## src/rtl/cache_pkg.sv

```systemverilog
// rtl/cache_pkg.sv - shared cache definitions: line geometry, address slices, memory messages, refill states
package cache_pkg;

    localparam int WORDS_PER_LINE   = 16;
    localparam int LINE_OFFSET_BITS = 6;
    localparam int WORD_IDX_BITS    = 4;

    localparam int ADDR_TAG_MSB   = 31;
    localparam int ADDR_TAG_LSB   = 11;
    localparam int ADDR_INDEX_MSB = 10;
    localparam int ADDR_INDEX_LSB = 6;
    localparam int ADDR_WORD_MSB  = 5;
    localparam int ADDR_WORD_LSB  = 2;

    localparam logic [2:0] VC_MEM_REQ_MSG_TYPE_READ   = 3'd0;
    localparam logic [2:0] VC_MEM_REQ_MSG_TYPE_WRITE  = 3'd1;
    localparam logic [2:0] VC_MEM_RESP_MSG_TYPE_READ  = 3'd0;
    localparam logic [2:0] VC_MEM_RESP_MSG_TYPE_WRITE = 3'd1;

    typedef struct packed {
        logic [2:0]  type_;
        logic [7:0]  opaque;
        logic [31:0] addr;
        logic [1:0]  len;
        logic [31:0] data;
    } mem_req_4B_t;

    typedef struct packed {
        logic [2:0]  type_;
        logic [7:0]  opaque;
        logic [1:0]  test;
        logic [1:0]  len;
        logic [31:0] data;
    } mem_resp_4B_t;

    typedef enum logic [1:0] {
        ST_IDLE,
        ST_WB,
        ST_FILL,
        ST_DONE
    } refill_state_e;

    // Word-aligned byte address of word idx within a line.
    function automatic logic [31:0] line_word_addr(
        input logic [31-LINE_OFFSET_BITS:0] base,
        input logic [WORD_IDX_BITS-1:0]     idx
    );
        return {base, idx, 2'b00};
    endfunction

endpackage

```

## src/rtl/cache_refill_word_sel.sv

```systemverilog
// rtl/cache_refill_word_sel.sv - selects one 32-bit word out of a 512-bit victim line
module cache_refill_word_sel
    import cache_pkg::*;
(
    input  logic [511:0]              line_i,
    input  logic [WORD_IDX_BITS-1:0]  sel_i,
    output logic [31:0]               word_o
);

    assign word_o = line_i[{sel_i, 5'd0} +: 32];

endmodule

```

## src/rtl/cache_refill_engine.sv

```systemverilog
// rtl/cache_refill_engine.sv - miss refill engine: optional victim writeback then pipelined 16-word line fetch
module cache_refill_engine
    import cache_pkg::*;
#(
    parameter int MAX_OUTSTANDING = 4
) (
    input  logic          clk,
    input  logic          reset,

    input  logic          refill_req_val,
    output logic          refill_req_rdy,
    input  logic [31:0]   refill_addr,
    input  logic          refill_wb,
    input  logic [31:0]   wb_addr,
    input  logic [511:0]  wb_line,

    output logic          mem_req_val,
    input  logic          mem_req_rdy,
    output mem_req_4B_t   mem_req_msg,

    input  logic          mem_resp_val,
    output logic          mem_resp_rdy,
    input  mem_resp_4B_t  mem_resp_msg,

    output logic          fill_val,
    output logic [3:0]    fill_word_idx,
    output logic [31:0]   fill_data,
    output logic [4:0]    received_mem_resp_num,
    output logic          refill_done,
    output logic          refill_err
);

    localparam int                 OUT_W      = $clog2(MAX_OUTSTANDING + 1);
    localparam logic [OUT_W-1:0]   OUT_MAX    = OUT_W'(MAX_OUTSTANDING);
    localparam logic [4:0]         LINE_WORDS = 5'(WORDS_PER_LINE);
    localparam logic [4:0]         LAST_WORD  = 5'(WORDS_PER_LINE - 1);
    localparam int                 BASE_W     = 32 - LINE_OFFSET_BITS;

    refill_state_e       state_q;
    logic [4:0]          req_cnt_q;
    logic [4:0]          resp_cnt_q;
    logic [OUT_W-1:0]    outstanding_q;
    logic [4:0]          recv_q;
    logic                err_q;
    logic [BASE_W-1:0]   fill_base_q;
    logic [BASE_W-1:0]   wb_base_q;
    logic [511:0]        wb_line_q;

    logic                active;
    logic                in_wb;
    logic                req_fire;
    logic                resp_fire;
    logic                act_resp;
    logic                last_resp;
    logic [31:0]         wb_word;

    cache_refill_word_sel u_word_sel (
        .line_i (wb_line_q),
        .sel_i  (req_cnt_q[WORD_IDX_BITS-1:0]),
        .word_o (wb_word)
    );

    assign active    = (state_q == ST_WB) || (state_q == ST_FILL);
    assign in_wb     = (state_q == ST_WB);

    // Issue depends only on registered counters so it never loops through mem_req_rdy.
    assign mem_req_val  = active && (req_cnt_q < LINE_WORDS) && (outstanding_q < OUT_MAX);
    assign mem_resp_rdy = (state_q != ST_DONE);

    assign req_fire  = mem_req_val && mem_req_rdy;
    assign resp_fire = mem_resp_val && mem_resp_rdy;
    assign act_resp  = resp_fire && active;
    assign last_resp = act_resp && (resp_cnt_q == LAST_WORD);

    always_comb begin
        mem_req_msg = '0;
        if (active) begin
            mem_req_msg.type_  = in_wb ? VC_MEM_REQ_MSG_TYPE_WRITE : VC_MEM_REQ_MSG_TYPE_READ;
            mem_req_msg.opaque = {4'b0, req_cnt_q[3:0]};
            mem_req_msg.addr   = line_word_addr(in_wb ? wb_base_q : fill_base_q, req_cnt_q[3:0]);
            mem_req_msg.len    = 2'd0;
            mem_req_msg.data   = in_wb ? wb_word : 32'd0;
        end
    end

    assign fill_val              = resp_fire && (state_q == ST_FILL);
    assign fill_word_idx         = mem_resp_msg.opaque[3:0];
    assign fill_data             = mem_resp_msg.data;
    assign refill_req_rdy        = (state_q == ST_IDLE);
    assign refill_done           = (state_q == ST_DONE);
    assign received_mem_resp_num = recv_q;
    assign refill_err            = err_q;

    logic unused_inputs;
    assign unused_inputs = ^{refill_addr[LINE_OFFSET_BITS-1:0], wb_addr[LINE_OFFSET_BITS-1:0],
                             mem_resp_msg.type_, mem_resp_msg.opaque[7:4],
                             mem_resp_msg.test, mem_resp_msg.len};

    always_ff @(posedge clk or negedge reset) begin
        if (!reset) begin
            state_q       <= ST_IDLE;
            req_cnt_q     <= '0;
            resp_cnt_q    <= '0;
            outstanding_q <= '0;
            recv_q        <= '0;
            err_q         <= 1'b0;
            fill_base_q   <= '0;
            wb_base_q     <= '0;
            wb_line_q     <= '0;
        end else begin
            case (state_q)
                ST_IDLE: begin
                    // Responses seen here are stale traffic from an aborted refill and are dropped.
                    if (refill_req_val) begin
                        fill_base_q   <= refill_addr[31:LINE_OFFSET_BITS];
                        wb_base_q     <= wb_addr[31:LINE_OFFSET_BITS];
                        wb_line_q     <= wb_line;
                        req_cnt_q     <= '0;
                        resp_cnt_q    <= '0;
                        outstanding_q <= '0;
                        recv_q        <= '0;
                        err_q         <= 1'b0;
                        state_q       <= refill_wb ? ST_WB : ST_FILL;
                    end
                end

                ST_WB, ST_FILL: begin
                    if (req_fire && (req_cnt_q < LINE_WORDS))
                        req_cnt_q <= req_cnt_q + 5'd1;
                    if (act_resp && (resp_cnt_q < LINE_WORDS))
                        resp_cnt_q <= resp_cnt_q + 5'd1;

                    if (req_fire && !act_resp)
                        outstanding_q <= outstanding_q + OUT_W'(1);
                    else if (!req_fire && act_resp && (outstanding_q != '0))
                        outstanding_q <= outstanding_q - OUT_W'(1);

                    if (act_resp && (mem_resp_msg.opaque[3:0] != resp_cnt_q[3:0]))
                        err_q <= 1'b1;
                    if (fill_val && (recv_q < LINE_WORDS))
                        recv_q <= recv_q + 5'd1;

                    if (last_resp) begin
                        req_cnt_q     <= '0;
                        resp_cnt_q    <= '0;
                        outstanding_q <= '0;
                        state_q       <= in_wb ? ST_FILL : ST_DONE;
                    end
                end

                ST_DONE: state_q <= ST_IDLE;

                default: state_q <= ST_IDLE;
            endcase
        end
    end

endmodule

```

## config.mk

```make
export PLATFORM = sky130hd
export DESIGN_NAME = cache_refill_engine
export DESIGN_NICKNAME = d
export VERILOG_FILES = /design/src/rtl/cache_pkg.sv /design/src/rtl/cache_refill_word_sel.sv /design/src/rtl/cache_refill_engine.sv
export SDC_FILE = /design/constraint.sdc
export NUM_CORES = 1
export LEC_CHECK = 0
export CAP_MARGIN = 20
export CORE_AREA = 2 2 295 297
export DETAILED_ROUTE_END_ITERATION = 10
export DIE_AREA = 0 0 297 299
export HOLD_SLACK_MARGIN = 0.02
export SLEW_MARGIN = 15
export SYNTH_ARGS = -nofsm -noshare
export SYNTH_HDL_FRONTEND = slang
export SYNTH_SLANG_ARGS = --single-unit
```

## constraint.sdc

```tcl
create_clock -name clk -period 4.8 [get_ports clk]
set_clock_uncertainty 0.2 [all_clocks]
set_input_delay 1.44 -clock clk [delete_from_list [all_inputs] [get_ports clk]]
set_output_delay 1.44 -clock clk [all_outputs]
set_load 0.005 [all_outputs]
```

======== Word level (Yosys, flattened, before mapping) ========
Cells that the tools add are included.
word-level totals
  flip-flop bits (word level) ............. 585
  bits of input ports ..................... 629
  output and inout bits ................... 124
cells by class
  add/sub/neg operators ................... 5
  magnitude comparators ................... 4
  eq/ne operators ......................... 13
  shift operators ......................... 1
  mux-type cells .......................... 26
  reduce and logical (&&, ||, !) cells .... 28
operators by type and width
  kind                 number
  $shiftx 512x10->32   1
  $mux 75              1
  $mux 32              1
  $mux 5               6
  $pmux 5 s2           3
  $mux 26              1
  $add 5x1->5 const B  3
  $lt 5x5->1 const B   3
  $reduce_and 3->1     5
  $logic_and 1x1->1    14
  $mux 3               4
  $ne 2x2->1 const B   5
  $mux 2               3
  $ne 3x3->1 const B   2
  $pmux 2 s3           1
  $pmux 3 s2           1
  $eq 5x4->1 const B   1
  $eq 2x2->1 const B   2
  $mux 1               4
  $ne 4x4->1           1
  $ne 4x4->1 const B   1
  $reduce_and 2->1     2
  $add 3x1->3 const B  1
  $lt 3x3->1 const B   1
  other kinds (9)      10

======== Longest topological paths before layout ========
  word-level depth ........................ 12
  gate-level depth with buffers ........... 10

======== By module ========
Synthesis repeated with hierarchy kept, for this count alone.
second synthesis, totals
  cells, all modules ...................... 2943
  area, all modules ....................... 27143.5 µm²
modules (own cells, without submodules)
  module                 times used  cells an instance  area an instance (µm²)  sequential area each (µm²)
  cache_refill_engine    1           2672               23415.0                 14639.0
  cache_refill_word_sel  1           271                3728.6                  0.0

======== Worst setup path before layout ========
OpenSTA, ideal clock, no wires.
  path kind ............................... register to output
  from .................................... reg state_q[1]
  to ...................................... out mem_req_msg[10] in the netlist's numbering
  arrival ................................. 1733 ps
  path slack .............................. 1427 ps
  cell stages (with the launch flop) ...... 9
  path through ............................ dfrtp_1 -> inv_1 -> ha_1 -> buf_2 -> nand2_1 -> nor3b_1 -> buf_2 -> a22oi_1 -> nand2_1
RTL lines
  element                 RTL line                    source
  from (decl)             cache_refill_engine.sv:39   refill_state_e state_q;
  from (signal assigned)  cache_refill_engine.sv:123  state_q <= refill_wb ? ST_WB : ST_FILL;
  from (signal assigned)  cache_refill_engine.sv:147  state_q <= in_wb ? ST_FILL : ST_DONE;
  to (decl)               cache_refill_engine.sv:19   output mem_req_4B_t mem_req_msg,

==> summary.txt <==
status = finished, final reports clean
Seq/Total Area, Yosys = 54.5%
min-delay src = wb_line_q[375]
Area contributors post-synth = dfrtp_1 (54%), nand2_1 (24%), mux4_2 (11%)
initial antenna violation count = 40
Synth Warn # = 0
CTS sink count = 585
maximum VDD drop = 0.000283 V
Pint = 14.4 mW
Final ANT Viol Nets = 0
root buffer cell = clkbuf_16
fin. max-slew vios = 0
Clock power frac = 26.0%
min Tclk post-route = 4.66 ns
slew of the pin with the lowest slew margin = 0.917 ns
RePlAce Congestion = 0.854
Mapped Area = 26900 um2
Logic pwr share = 35.7%
Synth area leader = dfrtp_1
Max Freq = 215 MHz
Worst Hold Class = flop to flop
Initial Util = 31.3%
most common cell in the synthesized netlist = nand2_1
CTS Buffer Depth = 3
top cell type's share of synthesized area = 54.5%
first-pass GRT wire length = 140000 um
Post-Syn Instances = 2909
TritonCTS clock tree = yes
DIE WIDTH = 297 um
vias in the first global route = 22400
DR vias = 22200
crit start category = flop
# Max-Cap Violations = 0
CP Launch Point = req_cnt_q[0]
Top Layer Used = met5
placed insts = 4587
Power Total = 21.8 mW
slowest cell on the critical path = clkdlybuf4s50_1
area of the core = 85900 um2
Reg power frac = 38.2%
Routed WL = 94200 um
Reg2Reg Launch Point = state_q[1]
CP max stage delay = 0.54 ns
Seq cells post-synth = 585
drt drc = 0
cells along the critical path = buf_16 > buf_16 > mux4_2 > a22oi_2 > nand2_1 > clkdlybuf4s50_1
Sw Pwr = 7.38 mW
Final Cycle Share = 97.1%
switching fraction of total power = 33.8%
IO Count = 753
Hold Path End = wb_line_q[375]
Num CTS Buffers = 70
CP Class = flop to primary output
Clock Pin Slew Worst Setup and Hold Paths = 0.06 ns
wire per inst = 19.8 um
Final Setup Violations = 0
maximum number of pins on one net before global-route repair = 143
crit path setup slack, layout = 0.140 ns
reg2reg end = outstanding_q[2]
Total Die Area = 88800 um2
hold depth = 2
Iteration-0 DRC Markers = 1506
Yosys cell types = 50
Final nets = 4162
share of cells above drive strength 1 = 10.8%
GRT Overall Usage = 20.8%
final hold violations = 0
CP endpoint kind = primary output
Top FF cell, synth = dfrtp_1
WP data required = 3.16 ns
Reg2Reg Depth = 10
worst-path maximum fanout = 18
dpl ws = 0.238 ns
P&R area growth vs syn = 40.6%
row cnt = 108
final cell count without fillers = 4757
CP most frequent cell = buf_16
number of flops mapped to enable cells by yosys = 0
FF-to-FF setup slack = 2.24 ns
H-tree levels = 3
relative slew slack = 38.9%
syn avg cell area = 9.24 um2
crit path DAT = 3.02 ns
Detailed Place HPWL = 67800 um
met3 wire length = 7290 um
Leak = 18.2 nW
router iterations before antenna repair = 5
port bufs = 655
top post-synthesis cells by count = nand2_1 (1738), dfrtp_1 (585), mux4_2 (128)
RSZ-0062 raised after global routing = no
via/cell ratio = 4.67
met2 WL = 43600 um
async set-or-reset flop fraction in the synthesized netlist = 100%
Power Density = 578 nW/um2
Clock Latency Late Sink = 0.61 ns
Met1 Wirelength = 40900 um
Die Y = 299 um
grt ovf = 0
[registers in the layout (all words and copies together) (netlist names)]
register / count
wb_line_q: 512
fill_base_q: 26
wb_base_q: 26
received_mem_resp_num: 5
req_cnt_q: 5
resp_cnt_q: 5
outstanding_q: 3
state_q: 2
refill_err: 1
[repair_timing]
item | 4_1_cts | 5_1_grt
pin swaps | 4 | 1
hold buffers | 0 | 0
buffers inserted | 3 | 13
gates resized for setup | 26 | 13
endpoints found under the setup margin | 27 | 22
gates cloned | 2 | 2
[per-stage QoR]
stage	TNS [ns]	cell area [um2]	utilization, %	hold slack, ns
final	0	37800	44.0	0.267
after global routing	0	37800	43.9	0.281
after CTS	-0.0337	37500	43.6	0.272
after detailed placement	0	34800	40.5	0.257
after global placement	0	34800	40.5	0.252
after floorplan	0	26900	-	0.240
[critical path, delay by kind of cell, from the launching register on]
family	cells	cell delay (ns)
flops	1	0.46
simple gates	1	0.12
buf+inv	3	0.94
mux	1	0.52
compound gates	1	0.37
[kinds of logic after synthesis]
logic type / Yosys count / synth area share [%]
buffers and inverters: 239 / 4.64
multiplexers: 156 / 11.8
adder cells (fa/ha/maj): 9 / 0.447
XOR/XNOR: 7 / 0.228
flip-flops: 585 / 54.5
AO/OA/AOI/OAI: 97 / 2.63
other: 1 / 0.0140
AND/OR/NAND/NOR: 1815 / 25.8
[how the worst max path moves through the flow]
stage,slack (ns),cells after the start,endpoint
floorplan,1.43,8,mem_req_msg[10]
global placement,0.22,8,mem_req_msg[19]
detailed placement,0.24,8,mem_req_msg[19]
CTS,-0.03,6,mem_req_msg[16]
global route,0.0009,7,mem_req_msg[14]
finish,0.14,6,mem_req_msg[1]
[cell usage in the layout (no fill, tap or decap), types with 10 or more instances in the layout]
cell type / synthesis / layout
nand2_1: 1738 / 1734
clkdlybuf4s50_1: 0 / 652
dfrtp_1: 585 / 583
mux4_2: 128 / 128
clkbuf_16: 0 / 73
buf_4: 55 / 68
a22oi_1: 64 / 48
nor2_1: 37 / 36
buf_12: 0 / 30
diode_2: 0 / 28
mux2i_1: 28 / 28
a22oi_2: 0 / 16
clkbuf_8: 0 / 13
clkinv_2: 0 / 12
conb_1: 1 / 10
bufinv_16: 0 / 10
[layer usage]
| metal | GRT usage (%) | vias to the layer above |
|---|---|---|
| li1 | - | 10500 |
| met1 | 28.0 | 10800 |
| met2 | 31.5 | 740 |
| met3 | 6.13 | 156 |
| met4 | 7.88 | 26 |
| met5 | 0 | - |
[area by class of cell]
cell class	instances	area [um2]
Fill cell	8464	48200
Sequential cell	585	14600
Multi-Input combinational cell	2094	11200
Timing Repair Buffer	763	7930
Clock buffer	91	1980
Tap cell	1155	1450
Clock inverter	31	487
Antenna cell	28	70.1
Inverter	10	37.5
[power groups by stage]
| stage | Clock, mW | Combinational, mW | Sequential (mW) |
|---|---|---|---|
| final | 5.68 | 7.80 | 8.35 |
| after global routing | 6.03 | 8.72 | 8.60 |
| after CTS | 5.83 | 7.75 | 8.35 |
| after detailed placement | 0 | 7.56 | 8.40 |
| after global placement | 0 | 7.43 | 8.34 |
| after floorplan | 0 | 4.98 | 7.95 |
(Power assumes the default switching activity.)
